File: src/rtl/ram_burst_master.sv
// ============================================================================
// Module   : ram_burst_master
// Brief    : Burst initiator for a single-port RAM. It moves a valid/ready
//            write stream into the RAM and streams RAM words out on a
//            valid/ready read port.
// Revision : 1.0 - initial release
// ============================================================================
`default_nettype none

module ram_burst_master #(
    parameter int Width       = 8,
    parameter int AddressSize = 4
) (
    input  logic                   clk,
    input  logic                   rst,
    input  logic                   cmd_valid,
    output logic                   cmd_ready,
    input  logic                   cmd_write,
    input  logic [AddressSize-1:0] cmd_addr,
    input  logic [AddressSize:0]   cmd_len,
    input  logic                   wr_valid,
    output logic                   wr_ready,
    input  logic [Width-1:0]       wr_data,
    output logic                   rd_valid,
    input  logic                   rd_ready,
    output logic [Width-1:0]       rd_data,
    output logic                   mem_we,
    output logic [AddressSize-1:0] mem_addr,
    output logic [Width-1:0]       mem_D,
    input  logic [Width-1:0]       mem_Q,
    output logic                   busy,
    output logic                   done
);

    localparam logic [1:0] C_IDLE  = 2'd0;
    localparam logic [1:0] C_WRITE = 2'd1;
    localparam logic [1:0] C_READ  = 2'd2;
    localparam logic [1:0] C_DONE  = 2'd3;

    localparam logic [AddressSize:0] C_LEN_ZERO = '0;
    localparam logic [AddressSize:0] C_LEN_ONE  = (AddressSize+1)'(1);

    logic [1:0]             state_q,    state_d;
    logic [AddressSize-1:0] addr_q,     addr_d;
    logic [AddressSize:0]   rem_q,      rem_d;
    logic                   rd_valid_q, rd_valid_d;
    logic [Width-1:0]       rd_data_q,  rd_data_d;

    logic                   w_rd_load;

    // Output register slot is free when empty or being drained this edge.
    assign w_rd_load = (rem_q != C_LEN_ZERO) && (!rd_valid_q || rd_ready);

    always_ff @(posedge clk or negedge rst) begin
        if (!rst) begin
            state_q    <= C_IDLE;
            addr_q     <= '0;
            rem_q      <= '0;
            rd_valid_q <= 1'b0;
            rd_data_q  <= '0;
        end else begin
            state_q    <= state_d;
            addr_q     <= addr_d;
            rem_q      <= rem_d;
            rd_valid_q <= rd_valid_d;
            rd_data_q  <= rd_data_d;
        end
    end

    always_comb begin
        state_d    = state_q;
        addr_d     = addr_q;
        rem_d      = rem_q;
        rd_valid_d = rd_valid_q;
        rd_data_d  = rd_data_q;
        case (state_q)
            C_IDLE: begin
                if (cmd_valid) begin
                    addr_d = cmd_addr;
                    rem_d  = cmd_len;
                    if (cmd_len == C_LEN_ZERO) begin
                        state_d = C_DONE;
                    end else if (cmd_write) begin
                        state_d = C_WRITE;
                    end else begin
                        state_d = C_READ;
                    end
                end
            end
            C_WRITE: begin
                if (wr_valid) begin
                    addr_d = addr_q + 1'b1;
                    rem_d  = rem_q - 1'b1;
                    if (rem_q == C_LEN_ONE) begin
                        state_d = C_DONE;
                    end
                end
            end
            C_READ: begin
                if (w_rd_load) begin
                    rd_data_d  = mem_Q;
                    rd_valid_d = 1'b1;
                    addr_d     = addr_q + 1'b1;
                    rem_d      = rem_q - 1'b1;
                end else if (rd_valid_q && rd_ready) begin
                    rd_valid_d = 1'b0;
                    state_d    = C_DONE;
                end
            end
            default: begin
                state_d = C_IDLE;
            end
        endcase
    end

    always_comb begin
        cmd_ready = (state_q == C_IDLE);
        wr_ready  = (state_q == C_WRITE);
        mem_we    = (state_q == C_WRITE) && wr_valid;
        mem_D     = (state_q == C_WRITE) ? wr_data : '0;
        mem_addr  = addr_q;
        rd_valid  = rd_valid_q;
        rd_data   = rd_data_q;
        busy      = (state_q != C_IDLE);
        done      = (state_q == C_DONE);
    end

endmodule

`default_nettype wire

File: config.mk
export PLATFORM = sky130hd
export DESIGN_NAME = ram_burst_master
export DESIGN_NICKNAME = d
export VERILOG_FILES = /design/src/rtl/ram_burst_master.sv
export SDC_FILE = /design/constraint.sdc
export NUM_CORES = 1
export LEC_CHECK = 0
export ABC_AREA = 0
export CORE_MARGIN = 2
export CORE_UTILIZATION = 30
export DETAILED_ROUTE_END_ITERATION = 7
export PLACE_DENSITY = 0.73
export SLEW_MARGIN = 25
export SYNTH_ARGS = -nofsm -noshare
export SYNTH_HDL_FRONTEND = slang
export SYNTH_SLANG_ARGS = --single-unit
File: constraint.sdc
create_clock -name clk -period 1.74 [get_ports clk]
set_input_delay 0.348 -clock clk [delete_from_list [all_inputs] [get_ports clk]]
set_output_delay 0.348 -clock clk [all_outputs]
set_load 0.02 [all_outputs]
==> reports/qor.csv <==
metric,value,unit
status,finished with violations,
violations,negative setup slack,
min_period_over_period,1.04,
fp-row-count,23,
vias,1337,
seq_area_frac_synth,0.400,
hold_viol,0,
regToRegEndpoint,state_q[1],
track_usage,0.155,
grt_start_max_net_pins,22,
layout-drive-gt1-share,0.429,
finalPower,5110,uW
critPathCaptureType,register,
insertion_delay,0.27,ns
cts_hold_buf,0,
ys_async_sr_fraction,1.00,
cts_tree,done,
synth.area.top_cells,"dfrtp_1, mux2_2, ha_1, and2_1, a21oi_1",
synth_edf_count,0,
cts_root_buffer,clkbuf_8,
grt_antenna_before_repair,0,
r2r_cells,6,
first_global_vias,1193,
pin_count,57,
yosys_warnings,0,
synth_nets,167,
fmax,553,MHz
hpwl,2.66,mm
vias_per_cell,4.97,
critPathMaxFanout,3,
r2r-start,rem_q[1],
syn_inst,129,
tns,-0.487,ns
coreArea,4000,um2
max-slew-margin-rel,0.723,
die-area,4700,um2
wl,3.69,mm
num-nets-final,258,
tightest_slew,0.411,ns
syn2layout_area_growth,89.8,%
clockBufferDepth,2,
synth_area,1250,um2
clk_pin_slew,0.08,ns
antenna_left,0,
post_drt_wl_per_cell,13.7,um
setup_viol,13,
p_leak,0.00102,uW
period_needed,1.81,ns
synth_cell_type_count,38,
critical_path_arrival,1.96,ns
synth.top_cell.area_share,0.400,
antenna_cells,0,
h-tree-depth,1,
max_cap_violations,0,
remaining_drc_errors,0,
fill_cells,352,
start_util,0.313,
holdCritPathClass,in2async,
peakVddDrop,0.835,mV
fin_ws,-0.0669,ns
fin_skew,0.00271,ns
grt_pass1_wl,5.40,mm
power.density,2150,nW/um2
cts-buffers-inserted,3,
slew_violations,0,
critPathKind,reg2reg,
port_buffers,56,
drtIter0Drc,30,
yosysTopAreaCell,dfrtp_1,
startpoint_type,register,
fp.dieW,68.6,um
drtPass1Iterations,4,
overflow,0,
rsz0062_at_grt,true,
gp_congestion,0.789,
reg2reg_slack,-0.07,ns
required,1.90,ns
ys_ff_latch,20,
clock-sinks,20,
worstSetupStartpoint,rem_q[1],
syn_avg_cell_area,9.70,um2
die_h,68.6,um
synth_ff_type,dfrtp_1,
holdWs,0.418,ns
what timing repair did:
| item | in CTS | in global routing |
|---|---|---|
| pin swaps | 7 | 5 |
| resized for setup | 51 | 30 |
| setup buffers | 4 | 2 |
| endpoints found under the setup margin | 27 | 31 |
cells in the mapped netlist (all sizes together), types with 3 or more instances:
| cell type | count |
|---|---|
| a2111oi | 3 |
| a21oi | 10 |
| a31oi | 5 |
| and2 | 9 |
| clkbuf | 3 |
| dfrtp | 20 |
| ha | 7 |
| inv | 11 |
| mux2 | 10 |
| mux2i | 3 |
| nand2 | 10 |
| nor2 | 3 |
| nor3 | 3 |
| nor4 | 3 |
| or3 | 3 |
report_power, final:
part,switching [uW],leakage [uW],internal [uW]
clock network,178,0.0000357,308
logic,1860,0.000758,1870
registers,174,0.000228,718
total,2210,0.00102,2900
logic make-up after synthesis:
| family | Yosys count | share of synthesized area |
|---|---|---|
| multiplexers | 13 | 0.114 |
| AND/OR/NAND/NOR | 42 | 0.194 |
| flip-flops | 20 | 0.400 |
| AO/OA/AOI/OAI | 31 | 0.167 |
| adder cells (fa/ha/maj) | 7 | 0.0700 |
| buffers and inverters | 16 | 0.0550 |
per-layer routing:
metal,wire length (um),up-vias,global-route usage
met3,335,4,0.0260
met4,51,0,0.0625
li1,-,645,-
met1,1530,634,0.203
met2,1780,54,0.254
met5,0,-,0
state kept, by name (all words and copies together), names as in the netlist:
register,flops
rd_data,8
rd_valid,1
rem_q,5
mem_addr,4
state_q,2
layout by cell type (no fill, tap or decap), types with 4 or more instances in the layout:
cell type	instances
clkdlybuf4s50_1	41
buf_4	29
dfrtp_1	20
nand2_1	10
buf_2	10
and2_1	9
mux2_2	8
a21oi_2	8
inv_1	6
buf_6	6
ha_4	4
worst max path at each step:
stage          slack, ns  depth (start not counted)           to
2_1_floorplan      -0.05                          7   state_q[0]
3_3_place_gp       -0.14                          5  mem_addr[2]
3_5_place_dp       -0.15                          5  mem_addr[2]
4_1_cts            -0.07                          6   state_q[1]
5_1_grt            -0.15                          6   state_q[1]
6_report           -0.07                          6   state_q[1]
stage by stage:
| stage | utilization | setup WS [ns] | std cells | area [um2] |
|---|---|---|---|---|
| final | 0.594 | -0.0669 | 269 | 2370 |
| after global placement | 0.539 | -0.142 | 259 | 2160 |
| after global routing | 0.594 | -0.146 | 269 | 2370 |
| after floorplan | - | -0.0505 | 129 | 1350 |
| after CTS | 0.584 | -0.0683 | 267 | 2340 |
| after detailed placement | 0.539 | -0.147 | 259 | 2160 |
final cells by class:
class,instances,area (um2),area share
Clock buffer,3,41.3,0.0174
Clock inverter,1,30.0,0.0126
Inverter,11,46.3,0.0195
Multi-Input combinational cell,93,898,0.378
Sequential cell,20,500,0.211
Tap cell,50,62.6,0.0263
Timing Repair Buffer,91,796,0.335
critical path, stage by stage, from the launching register on:
cell and delay, ns:
dfrtp_1 0.39, inv_2 0.09, ha_4 0.15, or4b_4 0.47, o21ai_2 0.12, o211ai_1 0.13
mux2_1 0.34
(Power assumes the default switching activity.)
